**config.mk**
```make
export PLATFORM = sky130hd
export DESIGN_NAME = dds_word_gen_flat
export DESIGN_NICKNAME = d
export VERILOG_FILES = /design/src/rtl/dds_word_gen_if.sv /design/src/rtl/dds_word_gen.sv /design/src/flat_wrapper.sv
export SDC_FILE = /design/constraint.sdc
export NUM_CORES = 2
export LEC_CHECK = 0
export ABC_AREA = 1
export CORE_MARGIN = 4
export CORE_UTILIZATION = 50
export DETAILED_ROUTE_END_ITERATION = 8
export PLACE_DENSITY = 0.82
export SLEW_MARGIN = 10
export SYNTH_ARGS = -nofsm -noshare
export SYNTH_HDL_FRONTEND = slang
export SYNTH_SLANG_ARGS = --single-unit
```
**constraint.sdc**
```tcl
create_clock -name clk -period 13.55 [get_ports clk]
set_input_delay 2.0325 -clock clk [delete_from_list [all_inputs] [get_ports clk]]
set_output_delay 2.0325 -clock clk [all_outputs]
set_load 0.1 [all_outputs]
```
**src/rtl/dds_word_gen_if.sv**
```systemverilog
// dds_word_gen_if: configuration and output bundle for dds_word_gen.
// master = configuration source (SPI register file side), slave = word generator.
interface dds_word_gen_if;
    logic        param_wen;
    logic [31:0] mode;
    logic [31:0] direct_fword;
    logic [31:0] direct_pword;
    logic [31:0] direct_amp;
    logic [31:0] drg_f_start;
    logic [31:0] drg_f_end;
    logic [31:0] drg_f_step;
    logic [31:0] drg_p_start;
    logic [31:0] drg_p_end;
    logic [31:0] drg_p_step;
    logic [31:0] drg_a_start;
    logic [31:0] drg_a_end;
    logic [31:0] drg_a_step;
    logic        trig;
    logic [31:0] fword;
    logic [31:0] pword;
    logic [31:0] amp;
    logic        out_valid;
    logic        busy;
    logic        done;

    modport master (
        output param_wen, mode, direct_fword, direct_pword, direct_amp,
        output drg_f_start, drg_f_end, drg_f_step,
        output drg_p_start, drg_p_end, drg_p_step,
        output drg_a_start, drg_a_end, drg_a_step,
        output trig,
        input  fword, pword, amp, out_valid, busy, done
    );

    modport slave (
        input  param_wen, mode, direct_fword, direct_pword, direct_amp,
        input  drg_f_start, drg_f_end, drg_f_step,
        input  drg_p_start, drg_p_end, drg_p_step,
        input  drg_a_start, drg_a_end, drg_a_step,
        input  trig,
        output fword, pword, amp, out_valid, busy, done
    );
endinterface

```
**src/rtl/dds_word_gen.sv**
```systemverilog
// dds_word_gen: turns shadowed configuration words into live DDS frequency,
// phase and amplitude words, either passed straight through or ramped.
// Optional feature macro: DDS_WORD_GEN_TRIANGLE_EN -- when defined, mode 3
// reverses ramp direction at each end; otherwise mode 3 acts like mode 2.
// Channel index: 0 = frequency, 1 = phase, 2 = amplitude.
module dds_word_gen #(
    parameter int DWELL = 50
) (
    input  logic          clk,
    input  logic          rstn,
    dds_word_gen_if.slave bus
);
    localparam int CW = $clog2(DWELL + 1);

    localparam logic [2:0] S_IDLE  = 3'd0;
    localparam logic [2:0] S_LOAD  = 3'd1;
    localparam logic [2:0] S_ARMED = 3'd2;
    localparam logic [2:0] S_RUN   = 3'd3;
    localparam logic [2:0] S_HOLD  = 3'd4;

    localparam logic [1:0] M_DIRECT = 2'd0;
    localparam logic [1:0] M_SINGLE = 2'd1;
    localparam logic [1:0] M_TRI    = 2'd3;

    logic [2:0]        state_reg, state_next;
    logic [CW-1:0]     cnt_reg, cnt_next;
    logic [1:0]        mode_reg;
    logic [2:0][31:0]  direct_reg, start_reg, end_reg, step_reg;
    logic [2:0][31:0]  out_reg, out_next;
    logic              out_valid_reg, out_valid_next;
    logic              done_reg, done_next;

    logic [2:0][31:0]  cur_target, eff_target, step_val;
    logic [2:0]        asc, eff_up, at_target, lands_end;
    logic              all_at_target, all_land, tick, run_tick, tri_flip;
    logic              unused_mode_bits;

    assign unused_mode_bits = ^bus.mode[31:2];

    // One clamped step from cur toward target; 33-bit so nothing wraps.
    function automatic logic [31:0] ramp_step(input logic [31:0] cur,
                                              input logic [31:0] step,
                                              input logic [31:0] target,
                                              input logic        up);
        logic [32:0] sum;
        logic [32:0] diff;
        sum  = {1'b0, cur} + {1'b0, step};
        diff = {1'b0, cur} - {1'b0, step};
        if (up)
            ramp_step = (sum >= {1'b0, target}) ? target : sum[31:0];
        else
            ramp_step = (diff[32] || (diff[31:0] <= target)) ? target : diff[31:0];
    endfunction

`ifdef DDS_WORD_GEN_TRIANGLE_EN
    logic       back_reg;   // 1 while heading back toward the start values
    logic [2:0] dir_reg;    // per-channel current direction, 1 = ascending

    assign tri_flip = (mode_reg == M_TRI) && all_at_target;

    // Direction flags: seeded on LOAD, all flipped at each turning point.
    always_ff @(posedge clk) begin
        if (!rstn) begin
            back_reg <= 1'b0;
            dir_reg  <= 3'b000;
        end else if (state_reg == S_LOAD && !bus.param_wen) begin
            back_reg <= 1'b0;
            dir_reg  <= asc;
        end else if (run_tick && tri_flip) begin
            back_reg <= ~back_reg;
            dir_reg  <= ~dir_reg;
        end
    end
`else
    assign tri_flip = 1'b0;
`endif

    genvar gi;
    generate
        for (gi = 0; gi < 3; gi++) begin : g_ch
            assign asc[gi] = (end_reg[gi] >= start_reg[gi]);
`ifdef DDS_WORD_GEN_TRIANGLE_EN
            assign cur_target[gi] = back_reg ? start_reg[gi] : end_reg[gi];
            assign eff_target[gi] = (back_reg ^ tri_flip) ? start_reg[gi] : end_reg[gi];
            assign eff_up[gi]     = dir_reg[gi] ^ tri_flip;
`else
            assign cur_target[gi] = end_reg[gi];
            assign eff_target[gi] = end_reg[gi];
            assign eff_up[gi]     = asc[gi];
`endif
            // A zero step never moves, so it counts as already arrived.
            assign at_target[gi] = (out_reg[gi] == cur_target[gi]) || (step_reg[gi] == 32'd0);
            assign step_val[gi]  = ramp_step(out_reg[gi], step_reg[gi], eff_target[gi], eff_up[gi]);
            assign lands_end[gi] = (step_val[gi] == end_reg[gi]) || (step_reg[gi] == 32'd0);
        end
    endgenerate

    assign all_at_target = &at_target;
    assign all_land      = &lands_end;
    assign tick          = (cnt_reg == CW'(DWELL - 1));
    assign run_tick      = (state_reg == S_RUN) && !done_reg && tick && !bus.param_wen;

    // Shadow registers: configuration is only sampled on param_wen.
    always_ff @(posedge clk) begin
        if (!rstn) begin
            mode_reg   <= '0;
            direct_reg <= '0;
            start_reg  <= '0;
            end_reg    <= '0;
            step_reg   <= '0;
        end else if (bus.param_wen) begin
            mode_reg   <= bus.mode[1:0];
            direct_reg <= {bus.direct_amp, bus.direct_pword, bus.direct_fword};
            start_reg  <= {bus.drg_a_start, bus.drg_p_start, bus.drg_f_start};
            end_reg    <= {bus.drg_a_end, bus.drg_p_end, bus.drg_f_end};
            step_reg   <= {bus.drg_a_step, bus.drg_p_step, bus.drg_f_step};
        end
    end

    // Next-state, dwell counter and output word selection.
    always_comb begin
        state_next     = state_reg;
        cnt_next       = cnt_reg;
        out_next       = out_reg;
        out_valid_next = 1'b0;
        done_next      = 1'b0;
        if (bus.param_wen) begin
            state_next = S_LOAD;
            cnt_next   = '0;
        end else begin
            case (state_reg)
                S_IDLE: begin
                    state_next = S_IDLE;
                end
                S_LOAD: begin
                    cnt_next       = '0;
                    out_valid_next = 1'b1;
                    if (mode_reg == M_DIRECT) begin
                        out_next   = direct_reg;
                        state_next = S_HOLD;
                    end else begin
                        out_next   = start_reg;
                        state_next = (mode_reg == M_SINGLE) ? S_ARMED : S_RUN;
                    end
                end
                S_ARMED: begin
                    if (bus.trig) begin
                        state_next = S_RUN;
                        cnt_next   = '0;
                    end
                end
                S_HOLD: begin
                    if (bus.trig && mode_reg == M_SINGLE) begin
                        out_next       = start_reg;
                        out_valid_next = 1'b1;
                        state_next     = S_RUN;
                        cnt_next       = '0;
                    end
                end
                S_RUN: begin
                    if (done_reg) begin
                        // Final sweep word already out; busy drops now.
                        state_next = S_HOLD;
                    end else if (tick) begin
                        cnt_next       = '0;
                        out_valid_next = 1'b1;
                        if (mode_reg == M_SINGLE) begin
                            out_next  = step_val;
                            done_next = all_land;
                        end else if (all_at_target && !tri_flip) begin
                            out_next = start_reg;
                        end else begin
                            out_next = step_val;
                        end
                    end else begin
                        cnt_next = cnt_reg + CW'(1);
                    end
                end
                default: begin
                    state_next = S_IDLE;
                end
            endcase
        end
    end

    // State, counter and registered outputs.
    always_ff @(posedge clk) begin
        if (!rstn) begin
            state_reg     <= S_IDLE;
            cnt_reg       <= '0;
            out_reg       <= '0;
            out_valid_reg <= 1'b0;
            done_reg      <= 1'b0;
        end else begin
            state_reg     <= state_next;
            cnt_reg       <= cnt_next;
            out_reg       <= out_next;
            out_valid_reg <= out_valid_next;
            done_reg      <= done_next;
        end
    end

    assign bus.fword     = out_reg[0];
    assign bus.pword     = out_reg[1];
    assign bus.amp       = out_reg[2];
    assign bus.out_valid = out_valid_reg;
    assign bus.done      = done_reg;
    assign bus.busy      = (state_reg == S_RUN);
endmodule
```
**src/flat_wrapper.sv**
```systemverilog
// flat-port wrapper written by rule: the top's interface ports become plain ports
module dds_word_gen_flat 
#(
    parameter int DWELL = 50
)
  (clk, rstn, bus_param_wen, bus_mode, bus_direct_fword, bus_direct_pword, bus_direct_amp, bus_drg_f_start, bus_drg_f_end, bus_drg_f_step, bus_drg_p_start, bus_drg_p_end, bus_drg_p_step, bus_drg_a_start, bus_drg_a_end, bus_drg_a_step, bus_trig, bus_fword, bus_pword, bus_amp, bus_out_valid, bus_busy, bus_done);
  dds_word_gen_if bus_i ();
  input  logic clk;
  input  logic rstn;
  input wire logic [$bits(bus_i.param_wen)-1:0] bus_param_wen;
  input wire logic [$bits(bus_i.mode)-1:0] bus_mode;
  input wire logic [$bits(bus_i.direct_fword)-1:0] bus_direct_fword;
  input wire logic [$bits(bus_i.direct_pword)-1:0] bus_direct_pword;
  input wire logic [$bits(bus_i.direct_amp)-1:0] bus_direct_amp;
  input wire logic [$bits(bus_i.drg_f_start)-1:0] bus_drg_f_start;
  input wire logic [$bits(bus_i.drg_f_end)-1:0] bus_drg_f_end;
  input wire logic [$bits(bus_i.drg_f_step)-1:0] bus_drg_f_step;
  input wire logic [$bits(bus_i.drg_p_start)-1:0] bus_drg_p_start;
  input wire logic [$bits(bus_i.drg_p_end)-1:0] bus_drg_p_end;
  input wire logic [$bits(bus_i.drg_p_step)-1:0] bus_drg_p_step;
  input wire logic [$bits(bus_i.drg_a_start)-1:0] bus_drg_a_start;
  input wire logic [$bits(bus_i.drg_a_end)-1:0] bus_drg_a_end;
  input wire logic [$bits(bus_i.drg_a_step)-1:0] bus_drg_a_step;
  input wire logic [$bits(bus_i.trig)-1:0] bus_trig;
  output wire logic [$bits(bus_i.fword)-1:0] bus_fword;
  output wire logic [$bits(bus_i.pword)-1:0] bus_pword;
  output wire logic [$bits(bus_i.amp)-1:0] bus_amp;
  output wire logic [$bits(bus_i.out_valid)-1:0] bus_out_valid;
  output wire logic [$bits(bus_i.busy)-1:0] bus_busy;
  output wire logic [$bits(bus_i.done)-1:0] bus_done;
  assign bus_i.param_wen = bus_param_wen;
  assign bus_i.mode = bus_mode;
  assign bus_i.direct_fword = bus_direct_fword;
  assign bus_i.direct_pword = bus_direct_pword;
  assign bus_i.direct_amp = bus_direct_amp;
  assign bus_i.drg_f_start = bus_drg_f_start;
  assign bus_i.drg_f_end = bus_drg_f_end;
  assign bus_i.drg_f_step = bus_drg_f_step;
  assign bus_i.drg_p_start = bus_drg_p_start;
  assign bus_i.drg_p_end = bus_drg_p_end;
  assign bus_i.drg_p_step = bus_drg_p_step;
  assign bus_i.drg_a_start = bus_drg_a_start;
  assign bus_i.drg_a_end = bus_drg_a_end;
  assign bus_i.drg_a_step = bus_drg_a_step;
  assign bus_i.trig = bus_trig;
  assign bus_fword = bus_i.fword;
  assign bus_pword = bus_i.pword;
  assign bus_amp = bus_i.amp;
  assign bus_out_valid = bus_i.out_valid;
  assign bus_busy = bus_i.busy;
  assign bus_done = bus_i.done;
  dds_word_gen #(.DWELL(DWELL)) u_core (.clk(clk), .rstn(rstn), .bus(bus_i));
endmodule
```
Word level (Yosys, flattened, before mapping)

Cells that the tools add are included.

Bits in registers: 493
Bits of input ports: 420

Add/subtract/negate cells: 7
Order comparisons: 9
Equal/unequal tests: 20
Mux-type cells: 32
Bitwise gates (word level): 5
Reduce and logical (&&, ||, !) cells: 24

Operators with widths:

| operator            | number |
|---|---|
| $mux 96             | 6 |
| $mux 32             | 9 |
| $pmux 96 s3         | 1 |
| $eq 32x32->1        | 6 |
| $add 32x32->33      | 3 |
| $ge 33x32->1        | 3 |
| $sub 32x32->33      | 3 |
| $ge 32x32->1        | 3 |
| $le 32x32->1        | 3 |
| $logic_not 32->1    | 3 |
| $mux 6              | 4 |
| $pmux 6 s4          | 1 |
| $mux 3              | 4 |
| $pmux 3 s4          | 1 |
| $reduce_and 3->1    | 4 |
| $logic_or 1x1->1    | 9 |
| $add 6x1->6 const B | 1 |
| $eq 3x2->1 const B  | 2 |
| $eq 6x6->1 const B  | 1 |
| $ne 2x1->1 const B  | 3 |
| $ne 3x2->1 const B  | 2 |
| $reduce_or 6->1     | 1 |
| $mux 1              | 5 |
| $not 1->1           | 5 |
| 13 further kinds    | 14 |

Longest topological paths before layout

Depth in word-level cells: 10
Depth in mapped cells: 44
Mapped depth without buffers: 43

Least setup slack after synthesis

Ideal clock, no wire load.

Path type: register to register
From: register u_core.out_reg (netlist bit u_core.bus.amp[0])
To: register u_core.done_reg (netlist: u_core.bus.done)
Library setup time: 0.064 ns
Arrival time: 5.042 ns
Slack: 8.444 ns
Cell stages (with the launch flop): 38
Path buffers: 2
Cell sequence: dfxtp_1 -> ha_1 -> inv_1 -> fa_1 -> nand3b_1 -> nand2_1 -> a21oi_4 -> inv_2 -> nand2_1 -> nand2_2 -> nand2_1 -> nand2_2 -> a21oi_1 -> xor2_1 -> inv_1 -> ha_1 -> nand2_1 -> o21bai_1 -> (+2 left out) -> nand2_1 -> nand2_1 -> nand2_1 -> nand2_1 -> nand2_1 -> nand2_1 -> clkbuf_1 -> clkbuf_1 -> nand3b_1 -> nand3_1 -> nand3_1 -> nand2_1 -> nand2_1 -> nor2_1 -> nand2_1 -> nor2_1 -> a21boi_1 -> nor2_1

Cells in the longest elaborated chain, start to end: 8
Elaborated cells between the ends (all ways): 11

RTL lines:

| element                  | line                | source |
|---|---|---|
| start: declaration       | dds_word_gen.sv:29  | `logic [2:0][31:0] out_reg, out_next;` |
| start signal: assignment | dds_word_gen.sv:197 | `out_reg <= out_next;` |
| $sub 32x32->33           | dds_word_gen.sv:48  | `diff = {1'b0, cur} - {1'b0, step};` |
| $le 32x32->1             | dds_word_gen.sv:52  | `ramp_step = (diff[32] \|\| (diff[31:0] <= target)) ? target : diff[31:0];` |
| $logic_or 1x1->1         | dds_word_gen.sv:52  |  |
| $mux 32                  | dds_word_gen.sv:52  |  |
| $mux 32 (*)              | dds_word_gen.sv:49  | `if (up)` |
| $eq 32x32->1 (*)         | dds_word_gen.sv:94  | `assign lands_end[gi] = (step_val[gi] == end_reg[gi]) \|\| (step_reg[gi] == 32'd0);` |
| $logic_or 1x1->1 (*)     | dds_word_gen.sv:94  |  |
| $reduce_and 3->1 (*)     | dds_word_gen.sv:99  | `assign all_land = &lands_end;` |
| end signal: assignment   | dds_word_gen.sv:199 | `done_reg <= done_next;` |
| end: declaration         | dds_word_gen.sv:31  | `logic done_reg, done_next;` |

Every way passes the cells marked *; elsewhere a longest branch is shown, timed or not.
A chain may end at the register's enable or synchronous reset.

Final worst setup path

From: register u_core.out_reg (netlist bit u_core.bus.fword[0])
To: register u_core.done_reg (netlist: u_core.bus.done)

The elaborated chain is that of the path after synthesis.

==> flow_summary.toml <==
[synthesis]
yosys.area_share.simple = 0.2559
synth_top_family_by_area = "simple AND/OR/NAND/NOR gates"
synth-edff-count = 0
ys.flop_type = "dfxtp_1"
synth.distinct_cells = 54
synth_top_area_cell = "dfxtp_1"
synth-seq-area-share = 0.2235
synth_xor_area_frac = 0.04582
syn-num-nets = 7783
synth_cells = 6875
synth_top_area_frac = 0.2235
synthMuxAreaShare = 0
synth-compound-area-share = 0.2357
yosys.area_share.adder = 0.1393
syn_avg_cell_area_um2 = 6.423
netlist_area_um2 = 44150
synth_seq_cells = 493
synthTopCellsByArea = "dfxtp_1 22%, ha_1 14%, nand2_1 11%, a21oi_1 8.8%, o21ai_0 8.0%"
yosysWarnings = 0
synthArstFlopShare = 0

[drt]
wirelength_met1_mm = 73.46
drt_first_pass_iters = 8
wl_met3_mm = 17.60
post_drt_wl_per_cell_um = 22.29
ant_nets = 0
drt_iter0_markers = 5575
wl_mm = 185.1
post-route-drc-count = 0
dr_wl_met2_mm = 81.46
vias = 49970
vias_per_cell = 6.018
top_layer = "met5"

[cells_and_area]
nNetsFinal = 8008
final_common_cell = "nand2_1"
finalNonFillerCells = 8304
utilization = 0.5904
syn_to_final_growth_pct = 16.55
drive_gt1_frac = 0.02630
final_cell_mix = "1300 x nand2_1, 779 x a21oi_1, 752 x inv_1"

[place]
dp.cells = 8195
place_hpwl_mm = 143.0
gp_congestion = 1.049
port_buffers = 488

[global_route]
grt_overflow = 0
grt_pass1_vias = 46620
grt_pass1_wl_mm = 274.0
grt_max_degree = 213
antenna_found_initial = 8
track_usage = 0.3735

[hold_path]
min_from = "u_core.cnt_reg[5]$_SDFFE_PP0P_"
min_path_type = "reg -> reg"
hold_end = "u_core.cnt_reg[5]$_SDFFE_PP0P_"
hold_path_depth = 2

[die]
die_area_um2 = 93130
start_util = 0.5066
die_w_um = 305.2
die_h_um = 305.2
pin_count = 519
core_area_um2 = 87160
rows = 108

[clock_network]
cts_buffer_depth = 3
cts_setup_buffers = 0
clock_latency_ns = 0.69
cts_sinks = 493
ctsHtreeMaxLevel = 2
cts_tree = "yes"
clk_pin_slew_worst_paths_ns = 0.06
clock-root-buffer = "clkbuf_16"
holdBufCountCts = 0
cts_resized = 0
cts_made_buffers = 58

[timing]
fmax_mhz = 140.2
rsz0062_at_grt = "no"
min_period_over_period = 0.5265
setup-tns-final_ns = 0
fin_crit_ns = 7.135
tightest_slew_ns = 1.187
slew_viol_final = 0
fin_skew_ns = 0.04052
max-slew-margin-rel = 0.2012
setup_viol = 0
finalHoldViolCount = 0

[critical_path]
crit_slowest_cell = "o21ai_0"
reg2reg_from = "u_core.bus.fword[0]$_SDFFE_PN0P_"
reg2reg_to = "u_core.bus.done$_SDFF_PP0_"
startpoint = "u_core.bus.fword[0]$_SDFFE_PN0P_"
crit_buf_inv = 6
worstPathArrival_ns = 7.75
crit_path_start_kind = "register"
critical_path_depth = 34
required_ns = 14.17
critPathMaxStageDelay_ns = 0.82
critPathCaptureType = "register"
r2r_slack_ns = 6.42
reg2regPathDepth = 34
path_delay_family = "simple AND/OR/NAND/NOR gates"
cp_common_cell = "nand2_1"
worstPathMaxFanout = 55
path_class = "reg -> reg"

[job]
drv_cap = 0

[power_and_ir_drop]
ir_drop_mv = 0.1126
leakagePower_nw = 24.09
power.total_mw = 6.457
powerDensity_nw_per_um2 = 125.5

[run_status]
run_status = "finished, final reports clean"
-- cells by family after synthesis --
kind of cell / Yosys count
flops: 493
buf+inv: 1131
fa+ha+maj: 488
compound gates: 1867
xor+xnor: 231
simple gates: 2665
-- worst reg2reg max path: cells and delay by family (launching register included) --
family,cells,cell delay (ns)
buffers and inverters,6,1.39
DFF,1,0.45
xor gates and xnor gates,1,0.32
AOI/OAI and AO/OA,2,1.04
adders and majority gates,3,0.94
and+or+nand+nor,22,2.96
-- Yosys cell counts (9+ instances only) --
library cell and n:
a221oi_1 96, nand3b_1 45, a31oi_1 22, dfxtp_1 493
nor4_1 40, nor3_1 64, o21ai_0 704, nand4_1 89
buf_2 85, nand2_1 1301, or2_2 12, o21ai_1 12
inv_2 10, o21bai_1 38, o21a_1 17, inv_1 753
a211oi_1 9, a21oi_1 779, a21o_1 28, xor2_1 142
xnor2_1 89, o211ai_1 125, nand3_1 492, clkbuf_1 262
ha_1 482, nor2_1 600, a21boi_0 11
-- cell type report --
class / count / area (µm²)
antenna: 2 / 5.005
clock buffer: 81 / 1709
clock inverter: 26 / 349.1
fill: 8375 / 35700
inverter: 769 / 2898
multi-input combinational: 5251 / 29960
sequential: 493 / 9869
tap: 1155 / 1445
timing repair buffer: 527 / 5230
-- per-layer routing --
layer | vias to the layer above | global-route usage
met4 | 6 | 0.2172
met5 | - | 0
met1 | 22960 | 0.4718
li1 | 23720 | -
met2 | 2715 | 0.6000
met3 | 573 | 0.06660
-- worst max-delay path by stage --
stage | slack, ns | to
after floorplan | 8.44 | u_core.bus.done$_SDFF_PP0_
after global placement | 6.66 | u_core.bus.done$_SDFF_PP0_
after detailed placement | 6.53 | u_core.bus.done$_SDFF_PP0_
after CTS | 6.50 | u_core.bus.done$_SDFF_PP0_
after global routing | 5.89 | u_core.bus.done$_SDFF_PP0_
final | 6.42 | u_core.bus.done$_SDFF_PP0_
-- power breakdown --
group          total (mW)  switching (mW)  internal (mW)
registers            1.69           0.136           1.55
logic                3.04            2.06          0.985
clock network        1.73           0.713           1.01
total                6.46            2.90           3.55
-- metrics by stage --
stage | worst slack, ns | cell area [µm²] | hold WS (ns)
2_1_floorplan | 8.444 | 44150 | 0.4451
3_3_place_gp | 6.665 | 49400 | 0.4622
3_5_place_dp | 6.534 | 49400 | 0.4753
4_1_cts | 6.500 | 51460 | 0.4847
5_1_grt | 5.888 | 51460 | 0.5175
6_report | 6.415 | 51460 | 0.4844
No activity file was read; power rests on OpenSTA's default activity.
